**config.mk**
```make
export PLATFORM = sky130hd
export DESIGN_NAME = aes_ctrl
export DESIGN_NICKNAME = d
export VERILOG_FILES = /design/src/rtl/aes_ctrl.sv
export SDC_FILE = /design/constraint.sdc
export NUM_CORES = 1
export LEC_CHECK = 0
export BUFFER_PORTS_ARGS = -buffer_cell sky130_fd_sc_hd__buf_2
export CAP_MARGIN = 40
export CORE_MARGIN = 2
export CORE_UTILIZATION = 41
export CTS_BUF_LIST = sky130_fd_sc_hd__clkbuf_16
export CTS_CLUSTER_DIAMETER = 150
export DETAILED_ROUTE_END_ITERATION = 6
export GPL_TIMING_DRIVEN = 0
export HOLD_SLACK_MARGIN = 0.1
export PLACE_DENSITY = 0.62
export SYNTH_ARGS = -nofsm -noshare
export SYNTH_HDL_FRONTEND = slang
export SYNTH_SLANG_ARGS = --single-unit
```
**constraint.sdc**
```tcl
create_clock -name clk -period 2.4 [get_ports clk]
set_input_delay 0.48 -clock clk [delete_from_list [all_inputs] [get_ports clk]]
set_output_delay 0.48 -clock clk [all_outputs]
set_load 0.02 [all_outputs]
```
**src/rtl/aes_ctrl.sv**
```systemverilog
`default_nettype none
// ============================================================================
// Module   : aes_ctrl
// Purpose  : AES key-expansion and round sequencer for 128/192/256-bit keys.
// Revision : 1.0 - initial release
// ============================================================================
module aes_ctrl #(
    parameter int K = 128
) (
    input  logic       clk,
    input  logic       reset,
    input  logic       load,
    output logic       busy,
    output logic       done,
    output logic       kexp_en,
    output logic [5:0] kexp_idx,
    output logic [1:0] kexp_mode,
    output logic [7:0] rcon,
    output logic [3:0] round,
    output logic [1:0] state_sel,
    output logic       state_en
);
    localparam int NK = K / 32;
    localparam int NR = NK + 6;
    localparam int NW = 4 * (NR + 1);

    localparam logic [5:0] C_NK      = 6'(NK);
    localparam logic [5:0] C_LAST_W  = 6'(NW - 1);
    localparam logic [3:0] C_NR      = 4'(NR);
    localparam logic [3:0] C_LAST_R  = 4'(NR - 1);
    localparam logic [2:0] C_LAST_PH = 3'(NK - 1);
    localparam logic       C_K256    = (K == 256);

    if (K != 128 && K != 192 && K != 256) begin : g_bad_k
        $error("aes_ctrl: K must be 128, 192 or 256");
    end

    typedef enum logic [2:0] {
        S_IDLE  = 3'd0,
        S_KEXP  = 3'd1,
        S_INIT  = 3'd2,
        S_ROUND = 3'd3,
        S_FINAL = 3'd4,
        S_DONE  = 3'd5
    } state_t;

    state_t     r_state, w_state_nxt;
    logic       r_load_q;
    logic [2:0] r_phase;    // word index modulo NK
    logic [7:0] r_rc;       // rcon for the next RotWord word

    logic       w_start, w_busy, w_done, w_kexp_en, w_sen;
    logic [5:0] w_idx;
    logic [1:0] w_mode, w_sel;
    logic [7:0] w_rcon, w_rc, w_rc_base;
    logic [3:0] w_round;
    logic [2:0] w_phase;

    function automatic logic [7:0] f_xtime(input logic [7:0] x);
        return {x[6:0], 1'b0} ^ (x[7] ? 8'h1B : 8'h00);
    endfunction

    always_comb begin
        w_start     = r_load_q & ~load;
        w_state_nxt = r_state;
        w_idx       = kexp_idx;
        w_round     = round;
        w_sel       = 2'b00;
        w_mode      = 2'b00;
        w_rcon      = 8'h00;
        w_phase     = r_phase;
        w_rc_base   = r_rc;
        w_rc        = r_rc;
        case (r_state)
            S_IDLE, S_DONE: begin
                if (w_start) begin
                    w_state_nxt = S_KEXP;
                    w_idx       = C_NK;
                    w_phase     = 3'd0;
                    w_rc_base   = 8'h01;
                end else if (load) begin
                    w_state_nxt = S_IDLE;
                end
            end
            S_KEXP: begin
                if (load) begin
                    w_state_nxt = S_IDLE;
                end else if (kexp_idx == C_LAST_W) begin
                    w_state_nxt = S_INIT;
                    w_round     = 4'd0;
                    w_sel       = 2'b01;
                end else begin
                    w_idx   = kexp_idx + 6'd1;
                    w_phase = (r_phase == C_LAST_PH) ? 3'd0 : r_phase + 3'd1;
                end
            end
            S_INIT: begin
                if (load) begin
                    w_state_nxt = S_IDLE;
                end else begin
                    w_state_nxt = S_ROUND;
                    w_round     = 4'd1;
                    w_sel       = 2'b10;
                end
            end
            S_ROUND: begin
                if (load) begin
                    w_state_nxt = S_IDLE;
                end else if (round == C_LAST_R) begin
                    w_state_nxt = S_FINAL;
                    w_round     = C_NR;
                    w_sel       = 2'b11;
                end else begin
                    w_round = round + 4'd1;
                    w_sel   = 2'b10;
                end
            end
            S_FINAL: begin
                w_state_nxt = load ? S_IDLE : S_DONE;
            end
            default: w_state_nxt = S_IDLE;
        endcase

        w_busy    = (w_state_nxt inside {S_KEXP, S_INIT, S_ROUND, S_FINAL});
        w_done    = (w_state_nxt == S_DONE);
        w_kexp_en = (w_state_nxt == S_KEXP);
        w_sen     = (w_sel != 2'b00);
        // The per-word operation is decoded for the word about to be written.
        if (w_kexp_en) begin
            if (w_phase == 3'd0) begin
                w_mode = 2'b01;
                w_rcon = w_rc_base;
                w_rc   = f_xtime(w_rc_base);
            end else if (C_K256 && w_phase == 3'd4) begin
                w_mode = 2'b10;
            end
        end
    end

    always_ff @(posedge clk) begin
        if (reset) begin
            r_state   <= S_IDLE;
            r_load_q  <= 1'b0;
            r_phase   <= 3'd0;
            r_rc      <= 8'h01;
            busy      <= 1'b0;
            done      <= 1'b0;
            kexp_en   <= 1'b0;
            kexp_idx  <= 6'd0;
            kexp_mode <= 2'b00;
            rcon      <= 8'h00;
            round     <= 4'd0;
            state_sel <= 2'b00;
            state_en  <= 1'b0;
        end else begin
            r_state   <= w_state_nxt;
            r_load_q  <= load;
            r_phase   <= w_phase;
            r_rc      <= w_rc;
            busy      <= w_busy;
            done      <= w_done;
            kexp_en   <= w_kexp_en;
            kexp_idx  <= w_idx;
            kexp_mode <= w_mode;
            rcon      <= w_rcon;
            round     <= w_round;
            state_sel <= w_sel;
            state_en  <= w_sen;
        end
    end
endmodule
`default_nettype wire

```
==> results.cfg, run 1 <==
[outcome]
status = complete, no violations

[flow_run]
max_cap_violations = 0

[logic_synthesis]
ys_seq_area_frac = 0.4304
synth_nets = 207
synth_flop_cell = dfxtp_1
avgSynthCellArea_um2 = 9.303
netlist_area_um2 = 1861
synthCells = 200
ys_warn_count = 0
synth_edf_count = 0
ys_seq_elements = 40
synth_cell_types = 52
synthArstFlopShare = 0

[placement]
io_buffers = 27
dpl.hpwl_mm = 2.759
dpl_cell_area_um2 = 2063
gp_congestion = 0.7777

[floorplanning]
rows = 24
die_x_um = 71.37
ios = 29
core_region_area_um2 = 4354
die_h_um = 71.37
initial_core_util = 0.4273
die_area_um2 = 5093

[grt]
grt_use_total = 0.1732
antenna_found_initial = 0
met2_usage = 0.2623
grt_pass1_wl_mm = 6.900
grt_max_degree = 14
grt_pass1_vias = 1404
grt_use_met3 = 0.04641
met1_usage = 0.2405
grt.overflow.total = 0
gr-max-usage-layer = met2

[timing]
fin_crit_ns = 2.353
hold_violations = 0
clock.fmax_ghz = 0.4249
fin_tns_setup_ns = 0
worstMarginPinSlew_ns = 0.5965
maxSlewHeadroom = 0.6015
clock_skew_ns = 0.002948
period_share = 0.9806
grt_setup_unrepaired = yes
finalHoldWorstSlack_ns = 0.4533
finalSetupViolations = 0
maxSlewViolCount = 0

[finish]
nFillCells = 415
postLayoutCoreUtil = 0.5261
nets = 248
num_antenna_cells = 0
area_growth_pct = 23.13
finalInstanceArea_um2 = 2291
drive_above_1_share = 0.3058

[cts]
cts_root_buf = clkbuf_16
tritoncts = yes
cts.sinks = 40
clk_latency_ns = 0.28
cts_hold_buf = 0
clock_path_buffers = 2
clkTransAtPathRegs_ns = 0.06
cts_buffers = 5
htree_levels = 2

[worst_setup_path]
cpLargestDelayFamily = simple AND/OR/NAND/NOR gates
arrival_ns = 2.53
worstPathRequired_ns = 2.58
reg2reg_depth = 6
path_cells = ha_4, and3b_2, nand3b_1, a32o_2, or4_4, mux2_4
reg2reg_from = round[0]$_SDFFE_PP0P_
end_kind = flop
setup.worst_path.start = round[0]$_SDFFE_PP0P_
critical-path-max-stage-delay_ns = 0.63
critPathKind = reg -> reg
cp.depth = 6
cp.buffers_inverters = 0
startpoint_type = flop
slowest_stage = or4_4
critPathMaxFanout = 8

[detailed_routing]
post-route-drc-count = 0
vias_per_cell = 5.299
antenna_left = 0
drtPass1Iterations = 4
wl_mm = 4.078
post_drt_wl_per_cell_um = 13.87
via_count = 1558
drt_iter0_markers = 105

[power]
pwr_density_cell_nw_per_um2 = 623.0
power_mw = 1.427
power_leakage_nw = 0.9504
max-vdd-ir-drop_uv = 315.3

[min_path]
holdPathStages = 2
hold_class = reg -> reg
min-delay-start = r_phase[2]$_SDFF_PP0_
[layout make-up]
class,count,area [µm²],share of cell area
Clock buffer,5,125.1,0.05461
Timing Repair Buffer,35,195.2,0.08520
Inverter,6,22.52,0.009831
Buffer,12,68.82,0.03004
Sequential cell,40,805.8,0.3517
Clock inverter,3,18.77,0.008192
Tap cell,52,65.06,0.02840
Multi-Input combinational cell,141,989.7,0.4320
[worst reg2reg max path, delay by kind of cell (launching register included)]
family	cells	cell delay, ns
simple gates	3	1.07
compound gates	1	0.34
fa+ha+maj	1	0.15
flops	1	0.37
mux	1	0.32
[flip-flops by register name (all words and copies together) (netlist names)]
register and cells:
done 1, r_load_q 1, r_phase 3, busy 1, round 4, r_state 3, kexp_idx 6, kexp_mode 1
state_sel 2, kexp_en 1, state_en 1, rcon 8, r_rc 8
[synth_stat cells, types with 4 or more instances]
library cell	number	area, µm²
dfxtp_1	40	800.8
nor2_1	21	78.83
nand2_1	15	56.30
a21oi_1	8	40.04
nor3_1	8	40.04
clkbuf_1	6	22.52
inv_1	6	22.52
and3_1	5	31.28
o21ai_0	5	25.02
o31ai_1	5	37.54
ha_1	4	50.05
mux2i_1	4	40.04
nand2b_1	4	25.02
or4_1	4	30.03
[layout by cell type, fill, tap and decap left out, types with 2 or more instances in the layout]
master       n
nand2b_1     4
nand3b_1     3
and2_1       2
inv_1        5
clkinvlp_4   2
nor2_1      21
or4_1        4
or3b_2       3
and3b_1      2
a211oi_1     2
mux2_2       2
or2_2        3
a21oi_1      8
nor2b_1      3
nand3_1      2
a31oi_1      3
nor3_1       7
buf_4        9
o31ai_1      5
ha_1         3
o21ai_0      5
buf_6        2
mux2i_1      4
a21boi_0     3
nand2_1     15
clkbuf_16    5
buf_2       29
dfxtp_1     38
clkbuf_2     2
and3_1       5
xnor2_1      3
nor3b_2      2
clkbuf_1     4
or3_1        3
[worst paths after layout]
path	to	slack (ns)
max	r_rc[3]$_SDFFE_PP0P_	0.05
min reg2reg	r_phase[2]$_SDFF_PP0_	0.45
min	r_phase[2]$_SDFF_PP0_	0.45
max reg2reg	r_rc[3]$_SDFFE_PP0P_	0.05
[logic make-up after synthesis]
family	Yosys count	synth area share
AO/OA/AOI/OAI	38	0.1533
XOR/XNOR	4	0.01883
adder cells (fa/ha/maj)	4	0.02690
buffers and inverters	19	0.05380
flip-flops	40	0.4304
multiplexers	7	0.04169
other	1	0.002016
AND/OR/NAND/NOR	87	0.2730
[report_power, final]
group	internal (mW)	switching, mW	total, mW
Combinational	0.0387	0.0549	0.0935
Sequential	0.672	0.00577	0.678
Clock	0.381	0.275	0.656
Total	1.09	0.336	1.43
[stage by stage]
step,worst slack (ns),instances
6_report,0.04656,294
5_1_grt,-0.04794,294
4_1_cts,-0.01296,293
3_5_place_dp,-0.1959,279
3_3_place_gp,-0.1940,279
2_1_floorplan,0.01719,200
[timing repair]
action	in CTS	in global routing
endpoints found under the setup margin	3	15
setup buffers	6	2
pin swaps	2	2
endpoints found under the hold margin	0	0
resized for setup	1	11
[per-layer routing]
| metal | vias to the layer above | share of wire |
|---|---|---|
| li1 | 796 | - |
| met1 | 722 | 0.49 |
| met2 | 35 | 0.45 |
| met3 | 5 | 0.050 |
| met4 | 0 | 0.014 |
| met5 | - | 0 |
No activity file was read; power rests on OpenSTA's default activity.
==> inputs of run 2 (changes only) <==
--- a/config.mk
+++ b/config.mk
@@ -14,6 +14,7 @@
 export DETAILED_ROUTE_END_ITERATION = 6
 export GPL_TIMING_DRIVEN = 0
 export HOLD_SLACK_MARGIN = 0.1
+export MAX_ROUTING_LAYER = met4
 export PLACE_DENSITY = 0.62
 export SYNTH_ARGS = -nofsm -noshare
 export SYNTH_HDL_FRONTEND = slang
==> results.cfg, run 2 (same netlist as run 1, synthesis figures left out) <==
[grt]
grt_use_total = 0.1785
grt_pass1_wl_mm = 6.893
grt_pass1_vias = 1406
antenna_found_initial = 0
grt.overflow.total = 0
grt_max_degree = 14

[cts]
htree_levels = 2
clk_latency_ns = 0.28
cts_buffers = 5
cts.sinks = 40
clkTransAtPathRegs_ns = 0.06
cts_root_buf = clkbuf_16
tritoncts = yes
clock_path_buffers = 2

[finish]
area.sequential_um2 = 805.8
reg_top3 = r_rc x8, rcon x8, kexp_idx x6
area_growth_pct = 23.40
nFillCells = 414
num_antenna_cells = 0
drive_above_1_share = 0.3099
multiInputGateArea_um2 = 994.7
final_cell_mix = 38 x dfxtp_1, 29 x buf_2, 21 x nor2_1
nets = 248
postLayoutCoreUtil = 0.5273
stdcell_count = 294
layout_commonest_cell = dfxtp_1
finalInstanceArea_um2 = 2296

[detailed_routing]
antenna_left = 0
drtPass1Iterations = 4
via_count = 1557
post-route-drc-count = 0
wl_mm = 4.103
drt_iter0_markers = 77
vias_per_cell = 5.296
post_drt_wl_per_cell_um = 13.96

[timing]
finalHoldWorstSlack_ns = 0.4529
fin_tns_setup_ns = 0
worstMarginPinSlew_ns = 0.5959
setup_slack_ns = 0.04676
maxSlewViolCount = 0
clock.fmax_ghz = 0.4249
grt_setup_unrepaired = yes
finalSetupViolations = 0
clock_skew_ns = 0.003895
fin_crit_ns = 2.353
maxSlewHeadroom = 0.6019
hold_violations = 0
period_share = 0.9805

[worst_setup_path]
cpLargestDelayFamily = simple AND/OR/NAND/NOR gates
critPathMaxFanout = 8
path_cells = ha_4, and3b_2, nand3b_1, a32o_2, or4_4, mux2_4
critPathKind = reg -> reg
worstPathRequired_ns = 2.57
critical-path-max-stage-delay_ns = 0.63
end_kind = flop
arrival_ns = 2.53
startpoint_type = flop
cp.buffers_inverters = 0
slowest_stage = or4_4

[min_path]
hold_class = reg -> reg

[floorplanning]
initial_core_util = 0.4273
ios = 29
die_x_um = 71.37
die_area_um2 = 5093
die_h_um = 71.37
core_region_area_um2 = 4354
rows = 24

[outcome]
status = complete, no violations

[placement]
dp.cells = 279
io_buffers = 27
dpl.hpwl_mm = 2.759
gp_congestion = 0.7884
pre_cts_slack_ns = -0.1959
dpl_cell_area_um2 = 2063

[power]
max-vdd-ir-drop_uv = 316.8
power_leakage_nw = 0.9509
power_mw = 1.427
pwr_density_cell_nw_per_um2 = 621.4

[flow_run]
max_cap_violations = 0
==> run 2: area by class of cell <==
class                           count  share of cell area
Buffer                             12             0.02997
Inverter                            6            0.009809
Timing Repair Buffer               35             0.08501
Multi-Input combinational cell    141              0.4332
Tap cell                           52             0.02834
Clock buffer                        5             0.05450
Sequential cell                    40              0.3510
Clock inverter                      3            0.008174
==> run 2: worst reg2reg max path, cell delays in order, from the launching register on <==
cell,delay [ns]
dfxtp_4,0.37
ha_4,0.15
and3b_2,0.23
nand3b_1,0.21
a32o_2,0.34
or4_4,0.63
mux2_4,0.32
==> run 2: worst paths after layout <==
check | end | slack (ns) | cells past startpoint | from
worst min register to register | r_phase[2]$_SDFF_PP0_ | 0.45 | 2 | r_phase[2]$_SDFF_PP0_
worst max-delay path | r_rc[3]$_SDFFE_PP0P_ | 0.05 | 6 | round[0]$_SDFFE_PP0P_
worst max register to register | r_rc[3]$_SDFFE_PP0P_ | 0.05 | 6 | round[0]$_SDFFE_PP0P_
worst min-delay path | r_phase[2]$_SDFF_PP0_ | 0.45 | 2 | r_phase[2]$_SDFF_PP0_
==> run 2: layer usage <==
metal  share of wire  GRT usage
met1            0.50     0.2396
met4           0.013    0.05660
met2            0.44     0.2634
met5               0          -
met3           0.044    0.04641
==> run 2: what timing repair did <==
item                                    4_1_cts  5_1_grt
resized for setup                             1       12
endpoints found under the setup margin        3       16
pin swaps                                     2        2
setup buffers                                 6        2
hold buffers                                  0        0
==> run 2: report_power, final <==
part	internal, mW	switching, mW	total (mW)	leakage (nW)
clock network	0.381	0.274	0.655	0.0635
logic	0.0388	0.0552	0.0940	0.563
registers	0.672	0.00578	0.678	0.325
==> inputs of run 3 (changes only) <==
--- a/config.mk
+++ b/config.mk
@@ -8,14 +8,14 @@
 export BUFFER_PORTS_ARGS = -buffer_cell sky130_fd_sc_hd__buf_2
 export CAP_MARGIN = 40
 export CORE_MARGIN = 2
-export CORE_UTILIZATION = 41
+export CORE_UTILIZATION = 50
 export CTS_BUF_LIST = sky130_fd_sc_hd__clkbuf_16
 export CTS_CLUSTER_DIAMETER = 150
 export DETAILED_ROUTE_END_ITERATION = 6
 export GPL_TIMING_DRIVEN = 0
 export HOLD_SLACK_MARGIN = 0.1
 export MAX_ROUTING_LAYER = met4
-export PLACE_DENSITY = 0.62
+export PLACE_DENSITY = 0.73
 export SYNTH_ARGS = -nofsm -noshare
 export SYNTH_HDL_FRONTEND = slang
 export SYNTH_SLANG_ARGS = --single-unit
==> results.cfg, run 3 (same netlist as run 1, synthesis figures left out) <==
[outcome]
status = complete, no violations

[worst_setup_path]
critical-path-max-stage-delay_ns = 0.61
path_cells = inv_1, ha_4, and3b_2, nand3b_1, a32o_2, or4_4, mux2_4
startpoint_type = flop
arrival_ns = 2.52
slowest_stage = or4_4
r2r_end = r_rc[3]$_SDFFE_PP0P_
setup.worst_path.start = round[1]$_SDFFE_PP0P_
cpLargestDelayFamily = simple AND/OR/NAND/NOR gates
critPathKind = reg -> reg
end_kind = flop
worstPathRequired_ns = 2.57
cp.buffers_inverters = 1
critPathMaxFanout = 7
reg2reg_slack_ns = 0.05
reg2reg_depth = 7
reg2reg_from = round[1]$_SDFFE_PP0P_

[floorplanning]
core_region_area_um2 = 3606
ios = 29
die_area_um2 = 4225
die_x_um = 65
die_h_um = 65
rows = 22
initial_core_util = 0.5160

[cts]
tritoncts = yes
cts_buffers = 5
cts.sinks = 40
clk_latency_ns = 0.28
htree_levels = 2
clock_path_buffers = 2
cts_root_buf = clkbuf_16
clkTransAtPathRegs_ns = 0.06
cts_hold_buf = 0

[timing]
period_share = 0.9789
maxSlewViolCount = 0
fin_crit_ns = 2.349
clock.fmax_ghz = 0.4256
setup_slack_ns = 0.05056
maxSlewHeadroom = 0.6207
clock_skew_ns = 0.003204
grt_setup_unrepaired = no
hold_violations = 0
worstMarginPinSlew_ns = 0.5690
fin_tns_setup_ns = 0
finalSetupViolations = 0

[power]
max-vdd-ir-drop_uv = 322.1
clkPwrFrac = 0.448
pwr_density_cell_nw_per_um2 = 612.8
power_mw = 1.391
p_comb_frac = 0.065
power_frac_seq = 0.488
power_leakage_nw = 0.9548
p_switching_uw = 305.7
switching_share = 0.2198
p_int_mw = 1.085

[grt]
grt.overflow.total = 0
antenna_found_initial = 0
grt_pass1_wl_mm = 6.499
grt_max_degree = 13
grt_use_total = 0.2111
grt_pass1_vias = 1415

[detailed_routing]
drt_iter0_markers = 106
antenna_left = 0
post_drt_wl_per_cell_um = 13.48
wl_mm = 3.882
via_count = 1556
vias_per_cell = 5.403
drtPass1Iterations = 4
post-route-drc-count = 0

[finish]
num_antenna_cells = 0
final_cell_mix = 38 x dfxtp_1, 29 x buf_2, 21 x nor2_1
drive_above_1_share = 0.3000
area_growth_pct = 21.99
layout_commonest_cell = dfxtp_1
nFillCells = 326
reg_top3 = r_rc x8, rcon x8, kexp_idx x6
nets = 246
stdcell_count = 288

[placement]
dp.cells = 275
gp_congestion = 0.8264
dpl.hpwl_mm = 2.603
io_buffers = 27
pre_cts_slack_ns = -0.1752

[flow_run]
max_cap_violations = 0

[min_path]
min-delay-start = r_phase[2]$_SDFF_PP0_
holdPathStages = 2
whs_endpoint = r_phase[2]$_SDFF_PP0_
hold_class = reg -> reg
## run 3: cell count changes in the layout (fill, tap and decap cells not counted)
cell and change:
inv_2 -1, buf_4 -1, a32o_2 +1, o31ai_2 -1, o31ai_1 +1, clkbuf_2 -1
inv_1 +1, clkinvlp_4 -2, a32o_1 -1, clkinv_2 +2
## run 3: worst max path at each step
stage | endpoint | slack [ns] | cells after the start
after floorplan | r_rc[3]$_SDFFE_PP0P_ | 0.02 | 8
after detailed placement | r_rc[3]$_SDFFE_PP0P_ | -0.18 | 7
final | r_rc[3]$_SDFFE_PP0P_ | 0.05 | 7
after global placement | r_rc[3]$_SDFFE_PP0P_ | -0.16 | 7
after CTS | r_rc[3]$_SDFFE_PP0P_ | 0.02 | 6
after global routing | r_rc[3]$_SDFFE_PP0P_ | 0.001 | 7
## run 3: layout make-up
type                            count  area [µm²]  area share
Clock buffer                        5       125.1     0.05513
Buffer                             11       63.81     0.02811
Sequential cell                    40       805.8      0.3550
Multi-Input combinational cell    141       991.0      0.4366
Clock inverter                      3       13.76    0.006064
Timing Repair Buffer               34       187.7     0.08269
Tap cell                           48       60.06     0.02646
Inverter                            6       22.52    0.009923
## run 3: power by group through the flow
stage	registers (mW)	logic (mW)	clock network, mW
global route	0.679	0.0980	0.667
CTS	0.678	0.0846	0.640
floorplan	0.698	0.0576	0
finish	0.678	0.0898	0.623
detailed placement	0.693	0.0847	0
global placement	0.693	0.0843	0
## run 3: layer usage
| metal | vias to the layer above | routed length (µm) | part of all wire | global-route usage |
|---|---|---|---|---|
| met1 | 723 | 1869 | 0.48 | 0.2598 |
| met4 | 0 | 72 | 0.019 | 0.1144 |
| met2 | 35 | 1743 | 0.45 | 0.3106 |
| met5 | - | 0 | 0 | - |
| li1 | 791 | - | - | - |
| met3 | 7 | 196 | 0.050 | 0.06250 |
## run 3: through the flow
step                      instance area (µm²)    util  hold WS [ns]
after detailed placement                 2058  0.5708        0.4436
after CTS                                2212  0.6135        0.4511
final                                    2270  0.6294        0.4492
after global routing                     2270  0.6294        0.4620
after global placement                   2058  0.5708        0.4391
after floorplan                          1863       -        0.4250
## run 3: worst register-to-register path, cell delays in order, from the launching register on
cell      delay, ns
dfxtp_2        0.32
inv_1          0.06
ha_4           0.14
and3b_2        0.23
nand3b_1       0.23
a32o_2         0.33
or4_4          0.61
mux2_4         0.32
## run 3: timing repair
item                                    CTS  global route
gates resized for setup                   2            11
setup buffers                             3             4
pin swaps                                 1             3
endpoints found under the setup margin    1             8
cloned                                    0             0
